`src/rtl/lc3b_types.sv`:
```
// lc3b_types: shared pipeline control state encoding and parameter defaults.
package lc3b_types;
  localparam int NUM_STAGES_DEF = 5;
  localparam int MEM_STAGE_DEF  = 3;
  localparam int CNT_WIDTH_DEF  = 16;
  typedef enum logic [1:0] {
    RUN    = 2'd0,
    ISTALL = 2'd1,
    DSTALL = 2'd2,
    FLUSH  = 2'd3
  } lc3b_pipe_state;
endpackage

```
`src/rtl/pipeline_ctrl_if.sv`:
```
// pipeline_ctrl_if: memory handshakes, redirect request and pipeline control outputs.
interface pipeline_ctrl_if
  import lc3b_types::*;
#(
  parameter int NUM_STAGES = NUM_STAGES_DEF,
  parameter int CNT_WIDTH  = CNT_WIDTH_DEF
);
  logic                  imem_resp;
  logic                  dmem_req;
  logic                  dmem_resp;
  logic                  branch_taken;
  logic                  imem_read;
  logic                  load_pc;
  logic [NUM_STAGES-1:0] stage_load;
  logic [NUM_STAGES-1:0] stage_valid;
  lc3b_pipe_state        ctrl_state;
  logic [CNT_WIDTH-1:0]  stall_count;
  modport master (
    output imem_resp, dmem_req, dmem_resp, branch_taken,
    input  imem_read, load_pc, stage_load, stage_valid, ctrl_state, stall_count
  );
  modport slave (
    input  imem_resp, dmem_req, dmem_resp, branch_taken,
    output imem_read, load_pc, stage_load, stage_valid, ctrl_state, stall_count
  );
endinterface

```
`src/rtl/sat_counter.sv`:
```
// sat_counter: up counter that sticks at all-ones instead of wrapping.
module sat_counter #(
  parameter int WIDTH = 16
) (
  input  logic             clk,
  input  logic             rst_n,
  input  logic             inc_i,
  output logic [WIDTH-1:0] cnt_o
);
  logic [WIDTH-1:0] cnt_q;
  always_ff @(posedge clk or negedge rst_n)
    if (!rst_n) cnt_q <= '0;
    else if (inc_i && !(&cnt_q)) cnt_q <= cnt_q + 1'b1;
  assign cnt_o = cnt_q;
endmodule

```
`src/rtl/pipeline_ctrl.sv`:
```
// pipeline_ctrl: stall/flush controller for an in-order pipeline.
// Priority is flush > data stall > instruction stall > run.
module pipeline_ctrl
  import lc3b_types::*;
#(
  parameter int NUM_STAGES = NUM_STAGES_DEF,
  parameter int MEM_STAGE  = MEM_STAGE_DEF,
  parameter int CNT_WIDTH  = CNT_WIDTH_DEF
) (
  input logic             clk,
  input logic             rst_n,
  pipeline_ctrl_if.slave  bus
);
  logic [NUM_STAGES-1:1] valid_q, valid_d, ld;
  lc3b_pipe_state state_q, state_d;
  logic istall, dstall, flush, ds, is;
  assign bus.imem_read = rst_n;
  assign istall = bus.imem_read & ~bus.imem_resp;
  assign dstall = valid_q[MEM_STAGE] & bus.dmem_req & ~bus.dmem_resp;
  assign flush  = valid_q[NUM_STAGES-1] & bus.branch_taken;
  assign ds = dstall & ~flush;
  assign is = istall & ~dstall & ~flush;
  always_comb
    state_d = flush ? FLUSH : dstall ? DSTALL : istall ? ISTALL : RUN;
  for (genvar k = 1; k < NUM_STAGES; k++) begin : g_st
    localparam bit HOLD = k <= MEM_STAGE;
    localparam bit BUB  = k == MEM_STAGE + 1;
    localparam bit FIRST = k == 1;
    logic prev;
    if (k == 1) begin : g_first
      assign prev = rst_n;
    end else begin : g_rest
      assign prev = valid_q[k-1];
    end
    assign ld[k] = rst_n & ~(ds & HOLD);
    // A flush also drops a wrong-path data access waiting in the MEM stage.
    assign valid_d[k] = flush ? 1'b0 :
                        (ds & HOLD) ? valid_q[k] :
                        ((ds & BUB) | (is & FIRST)) ? 1'b0 : prev;
  end
  always_ff @(posedge clk or negedge rst_n)
    if (!rst_n) begin
      valid_q <= '0;
      state_q <= RUN;
    end else begin
      valid_q <= valid_d;
      state_q <= state_d;
    end
  assign bus.load_pc     = rst_n & ~(ds | is);
  assign bus.stage_load  = {ld, 1'b0};
  assign bus.stage_valid = {valid_q, rst_n};
  assign bus.ctrl_state  = state_q;
  sat_counter #(.WIDTH(CNT_WIDTH)) u_cnt (
    .clk   (clk),
    .rst_n (rst_n),
    .inc_i ((istall | dstall) & ~flush),
    .cnt_o (bus.stall_count)
  );
endmodule
```
`src/flat_wrapper.sv`:
```
// flat-port wrapper written by rule: the top's interface ports become plain ports
module pipeline_ctrl_flat import lc3b_types::*;
#(
  parameter int NUM_STAGES = NUM_STAGES_DEF,
  parameter int MEM_STAGE  = MEM_STAGE_DEF,
  parameter int CNT_WIDTH  = CNT_WIDTH_DEF
)
  (clk, rst_n, bus_imem_resp, bus_dmem_req, bus_dmem_resp, bus_branch_taken, bus_imem_read, bus_load_pc, bus_stage_load, bus_stage_valid, bus_ctrl_state, bus_stall_count);
  pipeline_ctrl_if #(.NUM_STAGES(NUM_STAGES), .CNT_WIDTH(CNT_WIDTH)) bus_i ();
  input logic clk;
  input logic rst_n;
  input wire logic [$bits(bus_i.imem_resp)-1:0] bus_imem_resp;
  input wire logic [$bits(bus_i.dmem_req)-1:0] bus_dmem_req;
  input wire logic [$bits(bus_i.dmem_resp)-1:0] bus_dmem_resp;
  input wire logic [$bits(bus_i.branch_taken)-1:0] bus_branch_taken;
  output wire logic [$bits(bus_i.imem_read)-1:0] bus_imem_read;
  output wire logic [$bits(bus_i.load_pc)-1:0] bus_load_pc;
  output wire logic [$bits(bus_i.stage_load)-1:0] bus_stage_load;
  output wire logic [$bits(bus_i.stage_valid)-1:0] bus_stage_valid;
  output wire logic [$bits(bus_i.ctrl_state)-1:0] bus_ctrl_state;
  output wire logic [$bits(bus_i.stall_count)-1:0] bus_stall_count;
  assign bus_i.imem_resp = bus_imem_resp;
  assign bus_i.dmem_req = bus_dmem_req;
  assign bus_i.dmem_resp = bus_dmem_resp;
  assign bus_i.branch_taken = bus_branch_taken;
  assign bus_imem_read = bus_i.imem_read;
  assign bus_load_pc = bus_i.load_pc;
  assign bus_stage_load = bus_i.stage_load;
  assign bus_stage_valid = bus_i.stage_valid;
  assign bus_ctrl_state = bus_i.ctrl_state;
  assign bus_stall_count = bus_i.stall_count;
  pipeline_ctrl #(.NUM_STAGES(NUM_STAGES), .MEM_STAGE(MEM_STAGE), .CNT_WIDTH(CNT_WIDTH)) u_core (.clk(clk), .rst_n(rst_n), .bus(bus_i));
endmodule
```
`config.mk`:
```
export PLATFORM = sky130hd
export DESIGN_NAME = pipeline_ctrl_flat
export DESIGN_NICKNAME = d
export VERILOG_FILES = /design/src/rtl/lc3b_types.sv /design/src/rtl/pipeline_ctrl_if.sv /design/src/rtl/sat_counter.sv /design/src/rtl/pipeline_ctrl.sv /design/src/flat_wrapper.sv
export SDC_FILE = /design/constraint.sdc
export NUM_CORES = 1
export LEC_CHECK = 0
export ABC_AREA = 1
export BUFFER_PORTS_ARGS = -buffer_cell sky130_fd_sc_hd__buf_2
export CAP_MARGIN = 20
export CORE_MARGIN = 1.5
export CORE_UTILIZATION = 55
export DETAILED_ROUTE_END_ITERATION = 16
export GPL_TIMING_DRIVEN = 0
export PLACE_DENSITY = 0.88
export RECOVER_POWER = 100
export SYNTH_ARGS = -nofsm -noshare
export SYNTH_HDL_FRONTEND = slang
export SYNTH_SLANG_ARGS = --single-unit
export TNS_END_PERCENT = 30
```
`constraint.sdc`:
```
create_clock -name clk -period 3.8 [get_ports clk]
set_clock_uncertainty 0.15 [all_clocks]
set_input_delay 0.38 -clock clk [delete_from_list [all_inputs] [get_ports clk]]
set_output_delay 0.38 -clock clk [all_outputs]
set_load 0.03 [all_outputs]
```
==> results of run 1 <==
[layout by cell type (no fill, tap or decap), types with 3 or more instances in the layout]
cell type  count
inv_1         16
buf_2          8
nand3_1       12
o21ai_0        7
clkbuf_4       6
buf_4          3
clkbuf_1      28
nor2_1        21
dfrtp_1       22
nand4_1        6
xnor2_1        6
nand2_1       71
[layer usage]
layer  vias to the layer above  track usage (%)  routed length, um
li1                        641                -                  -
met4                         0            10.09                 42
met1                       530            29.76               1154
met5                         -                0                  0
met3                         5            4.023                153
met2                        31            34.18               1224
[through the flow]
stage	hold slack (ns)	cell area (sq um)	power [mW]
after floorplan	-0.06559	1325	0.5057
after global placement	0.2523	1530	0.5742
after detailed placement	0.2506	1530	0.5765
after CTS	0.2102	1593	0.7572
after global routing	0.2320	1539	0.7771
final	0.2052	1539	0.7358
[kinds of logic after synthesis]
family | Yosys count
other | 1
AO/OA/AOI/OAI | 10
flip-flops | 22
XOR/XNOR | 6
AND/OR/NAND/NOR | 116
buffers and inverters | 26
adder cells (fa/ha/maj) | 1
[state kept, by name, indices dropped and copies added (netlist names)]
name and count:
u_core.valid_q 4, u_core.u_cnt.cnt_o 16, u_core.bus.ctrl_state 2
[worst max-delay path: stages]
cell and delay [ns]:
dlygate4sd3_1 0.52, buf_2 0.46, nand3_1 0.14, nand2_1 0.10
clkbuf_1 0.34, nor2_1 0.07, clkbuf_1 0.22
[cell type report]
type,count,area [sq um]
Clock buffer,3,22.52
Inverter,18,67.56
Multi-Input combinational cell,134,633.1
Fill cell,218,694.4
Sequential cell,22,550.5
Clock inverter,1,30.03
Timing Repair Buffer,35,147.6
Buffer,8,52.55
Tap cell,28,35.03
[power by group]
| part | internal (mW) | total (mW) | switching [mW] |
|---|---|---|---|
| Combinational | 0.0662 | 0.238 | 0.172 |
| Clock | 0.107 | 0.182 | 0.0754 |
| Sequential | 0.272 | 0.315 | 0.0432 |
[path summary, 6_finish.rpt]
| kind | depth (start not counted) | end | slack, ns |
|---|---|---|---|
| max in group asynchronous | 2 | u_core.u_cnt.cnt_o[9] | 2.72 |
| hold reg to reg | 2 | u_core.valid_q[3] | 0.39 |
| setup reg to reg | 9 | u_core.u_cnt.cnt_o[5] | 1.75 |
| hold / removal | 4 | u_core.bus.ctrl_state[0] | 0.21 |
| setup / recovery | 7 | bus_load_pc | 1.03 |
| min in group asynchronous | 2 | u_core.valid_q[1] | 0.41 |
==> impl_metrics.json, run 1 <==
{
  "synth_edf_count": 0,
  "critPathLaunchType": "primary input",
  "start_util_pct": 59.33,
  "post-dp-hpwl_mm": 1.926,
  "grt_pass1_wl_mm": 4.284,
  "cts_setup_buffers": 0,
  "htree_levels": 1,
  "synth_area_sq_mm": 0.001325,
  "layout.nets": 229,
  "synth-compound-area-share_pct": 4.060,
  "clock_latency_ns": 0.32,
  "cp-end-kind": "output port",
  "drt_first_pass_iters": 4,
  "ctsResizeCount": 0,
  "place.gp.congestion": 0.8306,
  "slew_headroom_pct": 63.12,
  "max_slew.worst_pin.slew_ns": 0.5531,
  "grt_usage_pct": 22.00,
  "synthCells": 182,
  "min_from": "bus_imem_resp",
  "tns_ns": 0,
  "arrival_ns": 2.24,
  "synth.most_common_cell": "nand2_1",
  "synth_nets": 189,
  "core_sq_mm": 0.002233,
  "synthXorXnorAreaFrac_pct": 3.966,
  "slew_viol_final": 0,
  "power_density_mw_per_mm2": 478.1,
  "synth_top_area_cell": "dfrtp_1",
  "maxCapViolCount": 0,
  "ys_warn_count": 0,
  "num_rows": 17,
  "rsz0062_at_grt": "false",
  "status": "finished clean",
  "final_cells": 249,
  "cts_hold_buffers": 1,
  "critPathLaunch": "rst_n",
  "synth_fa_ha_area_share_pct": 0.9443,
  "vdd_drop_max_mv": 0.3707,
  "final.min_clock_period_ns": 2.772,
  "clock.fmax_mhz": 360.7,
  "yosys.cell_types.count": 20,
  "ys_seq_elements": 22,
  "critPathRequiredTime_ns": 3.27,
  "avgSynthCellArea_sq_um": 7.280,
  "cts-root-buf": "clkbuf_4",
  "drcViolationCount": 0,
  "synthTopCellsByArea": "dfrtp_1, nand2_1, nor2_1",
  "muxShareOfSynthArea_pct": 0,
  "setup_viol": 0,
  "ys_seq_area_share_pct": 41.55,
  "synth-simple-area-share_pct": 39.28,
  "routedWlPerCell_um": 10.34,
  "port_buffers": 34,
  "synth_ff_type": "dfrtp_1",
  "cts.path.max_buffers": 2,
  "drt_iter0_drc": 9,
  "grt_pass1_vias": 952,
  "cts_tree": "yes",
  "clk_pin_slew_ns": 0.12,
  "synth_top_family_by_area": "simple AND/OR/NAND/NOR gates",
  "hold_viol_final": 0,
  "crit_path_max_fanout": 28,
  "clock_sinks": 22,
  "grt_max_degree": 29,
  "utilization_pct": 68.91,
  "die_area_sq_mm": 0.002712,
  "dp_cells": 244,
  "fin_crit_sh_pct": 72.96,
  "antenna_left": 0,
  "post-place-ws_ns": 1.722,
  "leakagePower_nw": 0.7923,
  "setup_ws_ns": 1.028,
  "min_path_type": "in -> reg",
  "diodes": 0,
  "ys_async_sr_fraction_pct": 100.0,
  "drt-total-wl_mm": 2.575,
  "vias_per_cell": 4.847,
  "cts_inserted_buffers": 3,
  "syn_to_final_growth_pct": 16.15,
  "overflow": 0,
  "antenna_found_initial": 0,
  "dieWidth_um": 52.08,
  "synth_top_area_share_pct": 41.55,
  "ios": 36,
  "vias": 1207,
  "drive_gt1_share_pct": 12.22,
  "synth_top_cells_by_count": "nand2_1, dfrtp_1, nor2_1",
  "rr_startpoint": "u_core.u_cnt.cnt_o[0]",
  "criticalPathCategory": "in -> out",
  "die_h_um": 52.08
}
No activity file was read; power rests on OpenSTA's default activity.
==> run 2, diff against run 1 <==
--- a/config.mk
+++ b/config.mk
@@ -5,14 +5,14 @@
 export SDC_FILE = /design/constraint.sdc
 export NUM_CORES = 1
 export LEC_CHECK = 0
-export ABC_AREA = 1
+export ABC_AREA = 0
 export BUFFER_PORTS_ARGS = -buffer_cell sky130_fd_sc_hd__buf_2
 export CAP_MARGIN = 20
 export CORE_MARGIN = 1.5
-export CORE_UTILIZATION = 55
+export CORE_UTILIZATION = 45
 export DETAILED_ROUTE_END_ITERATION = 16
 export GPL_TIMING_DRIVEN = 0
-export PLACE_DENSITY = 0.88
+export PLACE_DENSITY = 0.79
 export RECOVER_POWER = 100
 export SYNTH_ARGS = -nofsm -noshare
 export SYNTH_HDL_FRONTEND = slang
==> constraint.sdc (replaced) <==
create_clock -name clk -period 2.5 [get_ports clk]
set_clock_uncertainty 0.15 [all_clocks]
set_input_delay 0.25 -clock clk [delete_from_list [all_inputs] [get_ports clk]]
set_output_delay 0.25 -clock clk [all_outputs]
set_load 0.03 [all_outputs]
==> impl_metrics.json, run 2 <==
{
  "dpl_cell_area_sq_mm": 0.001366,
  "critPathLaunchType": "primary input",
  "drcViolationCount": 0,
  "critical_path_buf_inv_count": 2,
  "clk_pin_slew_ns": 0.12,
  "routedWlPerCell_um": 13.49,
  "synth_top_area_share_pct": 47.52,
  "ys_seq_area_share_pct": 47.52,
  "synth_top_cells_by_count": "dfrtp_1, xor2_1, nand2_1",
  "tns_ns": 0,
  "cts_setup_buffers": 0,
  "post-dp-hpwl_mm": 1.707,
  "cp.depth": 6,
  "synthTopCellsByArea": "dfrtp_1, xor2_1, buf_4",
  "final_cells": 178,
  "grt_pass1_wl_mm": 3.850,
  "clkPwrFrac_pct": 24.8,
  "ys_async_sr_fraction_pct": 100.0,
  "antenna_left": 0,
  "grt_pass1_vias": 853,
  "critPathRequiredTime_ns": 2.57,
  "maxCapViolCount": 0,
  "synthCells": 108,
  "final_common_cell": "clkbuf_1",
  "die_h_um": 53.74,
  "synth_nets": 115,
  "cp_slowest_cell": "dlygate4sd3_1",
  "power_density_mw_per_mm2": 798.0,
  "hold_viol_final": 0,
  "vdd_drop_max_mv": 0.5630,
  "clock_sinks": 22,
  "clock_latency_ns": 0.32,
  "htree_levels": 1,
  "vias_per_cell": 5.348,
  "synth_ff_type": "dfrtp_1",
  "min_path_cells": 3,
  "synth_area_sq_mm": 0.001159,
  "sw_frac_of_total_pct": 39.10,
  "synth.most_common_cell": "dfrtp_1",
  "max_slew.worst_pin.slew_ns": 0.5731,
  "switchingPower_uw": 433.3,
  "setup_ws_ns": 0.2255,
  "crit_chain": "dlygate4sd3_1, clkbuf_4, and2b_1, o21ai_1, nor2_1, mux2_1",
  "largest_register_ff_count": 16,
  "setup_viol": 0,
  "drt_first_pass_iters": 4,
  "die_area_sq_mm": 0.002888,
  "diodes": 0,
  "cts.path.max_buffers": 2,
  "clock.fmax_mhz": 439.7,
  "cp-end-kind": "register",
  "drt-total-wl_mm": 2.401,
  "dieWidth_um": 53.74,
  "postLayoutCellArea_sq_mm": 0.001389,
  "post-place-ws_ns": 0.5510,
  "ys_warn_count": 0,
  "grt_usage_pct": 18.48,
  "cts_inserted_buffers": 3,
  "cts-root-buf": "clkbuf_4",
  "layout.nets": 156,
  "avgSynthCellArea_sq_um": 10.73,
  "p_comb_share_pct": 30.3,
  "ys_seq_elements": 22,
  "fin_crit_sh_pct": 90.98,
  "ios": 36,
  "ff2ff_setup_slack_ns": 0.45,
  "criticalPathCategory": "in -> reg",
  "min_path_type": "in -> reg",
  "slew_headroom_pct": 61.54,
  "overflow": 0,
  "worstRegToRegCells": 5,
  "p_int_uw": 675.0,
  "syn_to_final_growth_pct": 19.87,
  "vias": 952,
  "rsz0062_at_grt": "false",
  "synth_top_area_cell": "dfrtp_1",
  "grt_max_degree": 31,
  "layout_common_cells": "clkbuf_1, dfrtp_1, xor2_1, nand2_1, nand3_1",
  "start_util_pct": 47.20,
  "dp_cells": 172,
  "drt_iter0_drc": 14,
  "yosys.cell_types.count": 36,
  "synth_edf_count": 0,
  "num_rows": 18,
  "antenna_found_initial": 0,
  "seqPwrFrac_pct": 44.9,
  "drive_gt1_share_pct": 12.84,
  "leakagePower_nw": 0.6484,
  "place.gp.congestion": 0.8505,
  "core_sq_mm": 0.002455,
  "slew_viol_final": 0,
  "status": "finished clean",
  "critical_path.top_delay_family": "buffers and inverters",
  "cts_tree": "yes",
  "port_buffers": 34,
  "final.min_clock_period_ns": 2.274,
  "critical-path-max-stage-delay_ns": 0.53,
  "crit_path_max_fanout": 30,
  "arrival_ns": 2.34
}
-- run 2: cells by family after synthesis --
logic type	count (synthesis)	share of synthesized area [%]
and+or+nand+nor	48	25.38
buffers and inverters	10	6.156
DFF	22	47.52
AOI/OAI and AO/OA	9	6.156
adders and majority gates	1	1.080
xor gates and xnor gates	14	10.58
other	1	0.3237
muxes	3	2.808
-- run 2: stage by stage --
step	power [mW]	hold slack, ns	utilization, %
2_1_floorplan	0.7436	-0.1956	-
3_3_place_gp	0.8492	0.1236	55.66
3_5_place_dp	0.8607	0.1325	55.66
4_1_cts	1.135	0.07022	58.61
5_1_grt	1.162	0.07139	56.57
6_report	1.108	0.06957	56.57
-- run 2: cell type report --
class | instances | area (sq um)
fillers | 235 | 1066
flip-flops and latches | 22 | 550.5
multi-input cells | 76 | 523.0
repair buffers | 36 | 157.7
plain buffers | 8 | 60.06
well taps | 30 | 37.54
clock inverters | 1 | 30.03
clock buffers | 3 | 22.52
inverters | 2 | 7.507
-- run 2: timing repair --
item,CTS,global route
endpoints found under the setup margin,0,2
endpoints found under the hold margin,23,0
gates resized for setup,0,1
hold buffers,2,0
-- run 2: final timing paths --
path	start	end
setup / recovery	rst_n	u_core.u_cnt.cnt_o[1]
hold / removal	bus_imem_resp	u_core.valid_q[1]
setup reg to reg	u_core.valid_q[3]	u_core.u_cnt.cnt_o[1]
hold reg to reg	u_core.valid_q[4]	u_core.valid_q[2]
max in group asynchronous	rst_n	u_core.u_cnt.cnt_o[2]
min in group asynchronous	rst_n	u_core.u_cnt.cnt_o[15]
-- run 2: power groups by stage --
stage / Clock, mW / Combinational, mW / Sequential, mW
CTS: 0.277 / 0.363 / 0.496
floorplan: 0 / 0.129 / 0.615
finish: 0.275 / 0.336 / 0.498
global route: 0.292 / 0.361 / 0.509
global placement: 0 / 0.354 / 0.496
detailed placement: 0 / 0.358 / 0.502
-- run 2: routing by layer --
layer	wire length, um	track usage [%]	up-vias
met5	0	0	-
met4	58	10.26	0
li1	-	-	459
met2	1166	28.25	23
met3	80	3.333	7
met1	1095	24.60	463
-- run 2: worst register-to-register path: stages, from the launching register on --
cell and delay [ns]:
dfrtp_1 0.43, and3b_1 0.17, clkbuf_1 0.18, o21ai_1 0.51, nor2_1 0.18, mux2_1 0.34
